`src/rtl/bcd_serial_add_ctrl_pkg.sv`:
```
// Shared definitions for the digit-serial BCD adder: FSM encoding and BCD constants.
package bcd_serial_add_ctrl_pkg;

  typedef enum logic [1:0] {
    StIdle = 2'd0,
    StRun  = 2'd1,
    StDone = 2'd2
  } state_e;

  localparam logic [3:0] BcdMax  = 4'd9;
  localparam logic [3:0] BcdCorr = 4'd6;

endpackage

```
`src/rtl/bcd_digit_add.sv`:
```
// Single-digit BCD adder slice with decimal correction and invalid-digit flag.
module bcd_digit_add
  import bcd_serial_add_ctrl_pkg::*;
(
  input  logic [3:0] ad,
  input  logic [3:0] bd,
  input  logic       ci,
  output logic [3:0] d,
  output logic       co,
  output logic       bad
);

  logic [4:0] raw;

  always_comb begin
    raw = {1'b0, ad} + {1'b0, bd} + {4'd0, ci};
    d   = raw[3:0];
    co  = 1'b0;
    if (raw > {1'b0, BcdMax}) begin
      // 4-bit wrap of the corrected value is the mod-16 decimal adjust
      d  = raw[3:0] + BcdCorr;
      co = 1'b1;
    end
    bad = (ad > BcdMax) || (bd > BcdMax);
  end

endmodule

```
`src/rtl/bcd_serial_add_ctrl.sv`:
```
// Digit-serial packed-BCD adder: one digit slice reused per clock, LSD first,
// with start/busy/done handshake and registered result.
module bcd_serial_add_ctrl
  import bcd_serial_add_ctrl_pkg::*;
#(
  parameter int unsigned DIGITS = 4
) (
  input  logic                  clk,
  input  logic                  rst,
  input  logic                  start,
  input  logic [4*DIGITS-1:0]   a,
  input  logic [4*DIGITS-1:0]   b,
  input  logic                  cin,
  output logic                  busy,
  output logic                  done,
  output logic [4*DIGITS-1:0]   sum,
  output logic                  cout,
  output logic                  err
);

  localparam int unsigned W    = 4 * DIGITS;
  localparam int unsigned CntW = (DIGITS > 1) ? $clog2(DIGITS) : 1;

  state_e              state_q, state_d;
  logic [W-1:0]        a_sh_q, a_sh_d;
  logic [W-1:0]        b_sh_q, b_sh_d;
  logic [W-1:0]        res_q, res_d;
  logic                carry_q, carry_d;
  logic                err_flag_q, err_flag_d;
  logic [CntW-1:0]     cnt_q, cnt_d;
  logic [W-1:0]        sum_q, sum_d;
  logic                cout_q, cout_d;
  logic                err_q, err_d;

  logic [3:0]          dig;
  logic                dig_co;
  logic                dig_bad;
  logic [W+3:0]        res_ins;

  bcd_digit_add u_digit (
    .ad  (a_sh_q[3:0]),
    .bd  (b_sh_q[3:0]),
    .ci  (carry_q),
    .d   (dig),
    .co  (dig_co),
    .bad (dig_bad)
  );

  // New digit enters at the top so digit 0 ends up in [3:0] after DIGITS shifts
  assign res_ins = {dig, res_q};

  always_comb begin
    state_d    = state_q;
    a_sh_d     = a_sh_q;
    b_sh_d     = b_sh_q;
    res_d      = res_q;
    carry_d    = carry_q;
    err_flag_d = err_flag_q;
    cnt_d      = cnt_q;
    sum_d      = sum_q;
    cout_d     = cout_q;
    err_d      = err_q;

    unique case (state_q)
      StIdle: begin
        if (start) begin
          a_sh_d     = a;
          b_sh_d     = b;
          carry_d    = cin;
          res_d      = '0;
          err_flag_d = 1'b0;
          cnt_d      = '0;
          state_d    = StRun;
        end
      end
      StRun: begin
        res_d      = res_ins[W+3:4];
        a_sh_d     = a_sh_q >> 4;
        b_sh_d     = b_sh_q >> 4;
        carry_d    = dig_co;
        err_flag_d = err_flag_q | dig_bad;
        cnt_d      = cnt_q + 1'b1;
        if (cnt_q == CntW'(DIGITS - 1)) begin
          sum_d   = res_ins[W+3:4];
          cout_d  = dig_co;
          err_d   = err_flag_q | dig_bad;
          state_d = StDone;
        end
      end
      StDone: begin
        state_d = StIdle;
      end
      default: begin
        state_d = StIdle;
      end
    endcase
  end

  always_ff @(posedge clk) begin
    if (rst) begin
      state_q    <= StIdle;
      a_sh_q     <= '0;
      b_sh_q     <= '0;
      res_q      <= '0;
      carry_q    <= 1'b0;
      err_flag_q <= 1'b0;
      cnt_q      <= '0;
      sum_q      <= '0;
      cout_q     <= 1'b0;
      err_q      <= 1'b0;
    end else begin
      state_q    <= state_d;
      a_sh_q     <= a_sh_d;
      b_sh_q     <= b_sh_d;
      res_q      <= res_d;
      carry_q    <= carry_d;
      err_flag_q <= err_flag_d;
      cnt_q      <= cnt_d;
      sum_q      <= sum_d;
      cout_q     <= cout_d;
      err_q      <= err_d;
    end
  end

  assign busy = (state_q == StRun);
  assign done = (state_q == StDone);
  assign sum  = sum_q;
  assign cout = cout_q;
  assign err  = err_q;

endmodule

```
`config.mk`:
```
export PLATFORM = sky130hd
export DESIGN_NAME = bcd_serial_add_ctrl
export DESIGN_NICKNAME = d
export VERILOG_FILES = /design/src/rtl/bcd_serial_add_ctrl_pkg.sv /design/src/rtl/bcd_digit_add.sv /design/src/rtl/bcd_serial_add_ctrl.sv
export SDC_FILE = /design/constraint.sdc
export NUM_CORES = 1
export LEC_CHECK = 0
export CAP_MARGIN = 10
export CORE_MARGIN = 8
export CORE_UTILIZATION = 50
export DETAILED_ROUTE_END_ITERATION = 8
export HOLD_SLACK_MARGIN = 0.1
export PLACE_DENSITY = 0.78
export REMOVE_ABC_BUFFERS = 1
export SYNTH_ARGS = -nofsm -noshare
export SYNTH_HDL_FRONTEND = slang
export SYNTH_HIERARCHICAL = 1
export SYNTH_SLANG_ARGS = --single-unit
```
`constraint.sdc`:
```
create_clock -name clk -period 3.05 [get_ports clk]
set_clock_uncertainty 0.05 [all_clocks]
set_input_delay 0.61 -clock clk [delete_from_list [all_inputs] [get_ports clk]]
set_output_delay 0.61 -clock clk [all_outputs]
set_load 0.01 [all_outputs]
```
After elaboration in Yosys (flattened, before gate mapping). Cells that the tools add are included.

Flip-flop bits (word level): 72. Bits of input ports: 36. Logic and storage cells: 46.

$add $sub $neg: 4. Order comparisons: 3. Eq/ne operators: 5. Multiplexer cells: 17. Bitwise gates (word level): 1. Reduce and logical (&&, ||, !) cells: 6.

Operators with widths (number): one-hot mux 16 bit (2 select lines) (3); two-way mux 16 bit (3); greater-than comparator 4 bit, second input constant (2); one-hot mux 2 bit (2 select lines) (2); two-way mux 2 bit (3); AND reduction 2 bit (3); adder 4 x 4 -> 5 bit (1); adder 5 x 1 -> 5 bit (1); greater-than comparator 5 x 4 -> 1 bit, second input constant (1); adder 4 x 3 -> 4 bit, second input constant (1); equality test 2 bit, second input constant (2); two-way mux 4 bit (1); one-hot mux 1 bit (2 select lines) (2); two-way mux 1 bit (3); adder 2 x 1 -> 2 bit, second input constant (1); equality test 2 x 1 -> 1 bit, second input constant (1); zero test 2 bit (1); inequality test 2 x 1 -> 1 bit, second input constant (1); inequality test 2 bit, second input constant (1); nonzero test 2 bit (1); logical OR 1 bit (1); bitwise OR 1 bit (1).

Longest topological paths before layout.
Word-level depth: 5. Depth in mapped cells: 9.

Modules after synthesis. The synthesis kept the hierarchy.

Modules (own cells, without submodules): bcd_serial_add_ctrl (times used 1, cells an instance 246, area each 2542.4 sq um, sequential area each 1361.3 sq um); bcd_digit_add (times used 1, cells an instance 25, area each 225.2 sq um, sequential area each 0.0 sq um).

Least setup slack after synthesis. Ideal clock, no wire load.

Path type: flip-flop to flip-flop. From: register a_sh_q[0]. To: register res_q[15]. Setup time: 0.128 ns. Arrival: 2.441 ns. Setup slack: 0.432 ns. Stages on the path, launching flop included: 10. Path through: dfxtp_1 fa_1 fa_1 xnor2_1 ha_1 a31o_1 a2111oi_0 nor2b_1 a22oi_1 nor2_1.

Cells in the longest elaborated chain, start to end: 5.

Ends and longest elaborated chain: start: declaration (RTL line bcd_serial_add_ctrl.sv:25) `logic [W-1:0] a_sh_q, a_sh_d;`; start signal: assignment (RTL line bcd_serial_add_ctrl.sv:113) `a_sh_q <= a_sh_d;`; adder 4 x 4 -> 5 bit (*) (RTL line bcd_digit_add.sv:16) `raw = {1'b0, ad} + {1'b0, bd} + {4'd0, ci};`; adder 5 x 1 -> 5 bit (*) (RTL line bcd_digit_add.sv:16); adder 4 x 3 -> 4 bit or greater-than comparator 5 x 4 -> 1 bit (tied branches) (RTL line bcd_digit_add.sv:21, bcd_digit_add.sv:19); two-way mux 4 bit (*) (RTL line bcd_digit_add.sv:19) `if (raw > {1'b0, BcdMax}) begin`; named net dig[3] (RTL line bcd_serial_add_ctrl.sv:35) `logic [3:0] dig;`; one-hot mux 16 bit (2 select lines) (*) (RTL line bcd_serial_add_ctrl.sv:64) `unique case (state_q)`; end signal: assignment (RTL line bcd_serial_add_ctrl.sv:115) `res_q <= res_d;`; end: declaration (RTL line bcd_serial_add_ctrl.sv:27) `logic [W-1:0] res_q, res_d;`.

The timed path passes the listed nets; every way through them passes the cells marked *. A chain may end at the register's enable or synchronous reset.

Worst setup path after layout.
From: register a_sh_q[0]. To: register res_q[14].

Same word-level chain as after synthesis.

==> PnR_summary.wiki <==
{| class="wikitable"
! Metric !! Value
|-
| Total standard cell area after synthesis || 2770 µm²
|-
| Final routed wire length divided by cell count || around 15 µm
|-
| Leading post-synthesis cells by cell area || sky130_fd_sc_hd__dfxtp_1 49%, sky130_fd_sc_hd__mux2i_1 9.8%, sky130_fd_sc_hd__o2bb2ai_1 7.9%
|-
| Initial cell density of the core || approximately half
|-
| Pleak || around 1.3 nW
|-
| Critical Path Source Type || flip-flop
|-
| Required time of the critical path || roughly 3.3 ns
|-
| Arrival time reported for the critical path endpoint || 3.07 ns
|-
| DRT Pass-1 Iters || 4
|-
| Setup-failing EPs final || 0
|-
| Final worst hold slack || 0.404 ns
|-
| Switching power total || 512 µW
|-
| Via density per instance || 5.45
|-
| Y dimension of the die || 90.4 µm
|-
| Internal power of the cells || 1.44 mW
|-
| Clock share of power || about 38%
|-
| Gate Count Post-Synth || 271
|-
| Vias in the first global route || 2156
|-
| Switching share of total power || 26.3%
|-
| Share of the synthesized netlist area taken by xor and xnor gates || 0.633%
|-
| Yosys synthesis warning count || 6
|-
| Worst-case headroom to the max-slew limit || 56.5%
|-
| Layout overhead on the synthesized area || 28.2%
|-
| Number of top-level design ports || 56
|-
| WS Path Type || flip-flop to flip-flop
|-
| Post-cts hold buffer count || 0
|-
| CP cell instances || fa_1, fa_1, xnor2_1, ha_1, a31o_1, o31ai_4, mux2i_1, a22oi_1, nor2_1
|-
| Compound-cell area share of the yosys netlist || 21.8%
|-
| Share of synthesized cell area in full adder, half adder and majority cells || roughly 3.7%
|-
| Global-route usage over all layers || 14.9%
|-
| Number of buffers created by CTS || 9
|-
| Pin count of the biggest net entering global routing || 34
|-
| Period Utilization, post-route || 92.9%
|-
| Slack of the worst reg-to-reg path || 0.22 ns
|-
| Sequential share of power || 49.0%
|-
| Half-perimeter wire length after detailed placement || 4220 µm
|-
| Final GP Congestion || 0.810
|-
| Share of total power in combinational logic || a little over an eighth
|-
| Peak per-stage delay on the critical path || 0.46 ns
|-
| Maximum root-to-sink buffer count || 2
|-
| DRT Wirelength || between 6000 and 7000 µm
|-
| Synth unique cells || 37
|-
| Max-cap violation count || 0
|-
| Diodes inserted || 0
|-
| Cell repeated most along the worst path || sky130_fd_sc_hd__fa_1
|-
| Setup repair after global routing missed its margin || false
|-
| Worst hold path depth || 2
|-
| Simple logic cell fraction of the synthesized area || 10.3%
|-
| Main combinational cell family by area after synthesis || compound AO/OA/AOI/OAI gates
|-
| Final hold violation count || 0
|-
| Die X-Extent || 90.4 µm
|-
| Largest area contributor in the synthesized netlist || sky130_fd_sc_hd__dfxtp_1
|-
| Share of the core filled with cells || about two thirds
|-
| Tightest Pin Transition || 0.652 ns
|-
| Count of pins over their slew limit || 0
|-
| Layout cells sized above 1 || ~8.8%
|-
| Count of standard-cell rows || 27
|-
| Number of cell instances on the worst register-to-register path || 9
|-
| Critical path peak fanout || 4
|-
| Worst hold path type || flip-flop to flip-flop
|-
| Post-CTS repair timing setup buffer count || 0
|-
| Portion of netlist area occupied by mux cells || 9.76%
|-
| Number of violations reported at the end of detailed-routing iteration 0 || 144
|-
| Number of nets with antenna violations after detailed routing || 0
|-
| Critical Path Sink Type || flip-flop
|-
| Detailed-route via count || 2192
|-
| Residual DRC || 0
|-
| VDD IR max || about 0.00031 V
|-
| Mean area per synthesized cell || 10.2 µm²
|-
| Count of placed standard cells in the final layout, fillers left out || ~400
|-
| Final non-filler cell area || 3550 µm²
|-
| Port Buffers || 55
|-
| Die outline area || 8170 µm²
|-
| Clock insertion delay at the later pin of the skew report || 0.34 ns
|-
| PwrDens || 550 nW/µm²
|-
| Final global-route overflow total || 0
|-
| Number of levels in the clock H-tree || 3
|-
| Clock tree from TritonCTS || yes
|-
| CTS Sinks || 68
|-
| Highest attainable clock frequency || 353 MHz
|-
| Part of the Yosys area used for sequential elements || between 40% and 50%
|-
| Reg clk slew, reported paths || 0.08 ns
|-
| Final Net Count || about 370
|-
| Share of Yosys cell area claimed by the top area cell type || 49.2%
|-
| Fin crit period || about 2.8 ns
|-
| Standard cell with the maximum stage delay on the critical path || sky130_fd_sc_hd__fa_1
|-
| Number of antenna violations at the first check in global routing || 0
|-
| First-pass GRT wire length || 10000 µm
|-
| Accumulated negative setup slack || 0 ns
|-
| Run status || complete, no violations
|-
| Placed Instance Area || 3350 µm²
|-
| Cells resized by post-CTS repair || 0
|-
| Total of flip-flops plus latches after synthesis || 68
|-
| CORE AREA || 5440 µm²
|-
| Placed cell count || between 300 and 400
|-
| Root buffer cell || sky130_fd_sc_hd__clkbuf_8
|}
-- cells in the final DEF, fill, tap and decap left out, types with 3 or more instances in the layout --
cell type,Yosys,routed
sky130_fd_sc_hd__nor2b_1,3,3
sky130_fd_sc_hd__clkinvlp_4,0,3
sky130_fd_sc_hd__a22o_1,8,8
sky130_fd_sc_hd__o21ai_0,3,3
sky130_fd_sc_hd__buf_4,5,7
sky130_fd_sc_hd__ha_1,5,5
sky130_fd_sc_hd__dfxtp_1,68,67
sky130_fd_sc_hd__mux2i_1,27,27
sky130_fd_sc_hd__o2bb2ai_1,25,25
sky130_fd_sc_hd__nand2_1,35,35
sky130_fd_sc_hd__clkdlybuf4s50_1,0,55
sky130_fd_sc_hd__a21oi_1,21,21
sky130_fd_sc_hd__a22oi_1,12,12
sky130_fd_sc_hd__nor2_1,16,16
sky130_fd_sc_hd__clkbuf_8,0,9
sky130_fd_sc_hd__inv_1,4,4
-- worst max-delay path: cells and delay by family (launching register included) --
kind / cells / cell delay [ns]
flip-flops: 1 / 0.33
multiplexers: 1 / 0.30
AO/OA/AOI/OAI: 3 / 0.69
AND/OR/NAND/NOR: 1 / 0.10
adder cells (fa/ha/maj): 3 / 1.12
XOR/XNOR: 1 / 0.18
-- metal layers --
layer / GRT usage [%] / wire length [µm] / up-vias
li1: - / - / 1087
met1: 18.0 / 2710 / 1027
met2: 23.7 / 2860 / 66
met3: 4.07 / 338 / 12
met4: 7.77 / 96 / 0
met5: 0 / 0 / -
-- registers in the layout (all words and copies together), names as in the netlist --
name        count
carry_q         1
state_q         2
sum            16
err             1
cout            1
b_sh_q         16
cnt_q           2
err_flag_q      1
res_q          12
a_sh_q         16
-- metrics by stage --
step | power, mW | setup slack (ns)
after global routing | 2.04 | 0.0997
after detailed placement | 1.23 | 0.261
after CTS | 1.97 | 0.225
final | 1.95 | 0.218
after global placement | 1.22 | 0.344
after floorplan | 1.13 | 0.442
-- cell usage after synthesis, drive strengths merged --
cell type  instances
dfxtp             68
nand2             35
mux2i             27
o2bb2ai           25
a21oi             21
nor2              16
buf               14
a22oi             12
a22o               8
clkbuf             5
ha                 5
o21ai              5
inv                4
nor2b              3
nor3               3
fa                 2
nand2b             2
xnor2              2
a2111oi            1
a21boi             1
a21o               1
a31o               1
a32o               1
and2               1
and2b              1
and3               1
and3b              1
nand3              1
nand3b             1
o21bai             1
o22ai              1
o31ai              1
-- power by group through the flow --
stage	logic, mW	registers, mW	clock network [mW]
after CTS	0.259	0.956	0.754
after floorplan	0.148	0.980	0
after global placement	0.250	0.974	0
final	0.259	0.956	0.736
after detailed placement	0.256	0.976	0
after global routing	0.283	0.961	0.798
-- final timing paths --
check / start / end
worst max-delay path: a_sh_q[0] / res_q[14]
worst min-delay path: sum[3] / sum[3]
worst max register to register: a_sh_q[0] / res_q[14]
worst min register to register: sum[3] / sum[3]
-- kinds of logic after synthesis --
family | count (synthesis)
multiplexers | 27
adder cells (fa/ha/maj) | 7
flip-flops | 68
AO/OA/AOI/OAI | 79
XOR/XNOR | 2
buffers and inverters | 23
AND/OR/NAND/NOR | 65
-- final cells by class --
cell class / count / area (µm²)
fill: 452 / 1890
sequential: 68 / 1360
multi-input combinational: 180 / 1280
timing repair buffer: 62 / 603
clock buffer: 9 / 124
tap: 72 / 90.1
clock inverter: 7 / 75.1
inverter: 4 / 15.0
No activity file was read; power rests on OpenSTA's default activity.
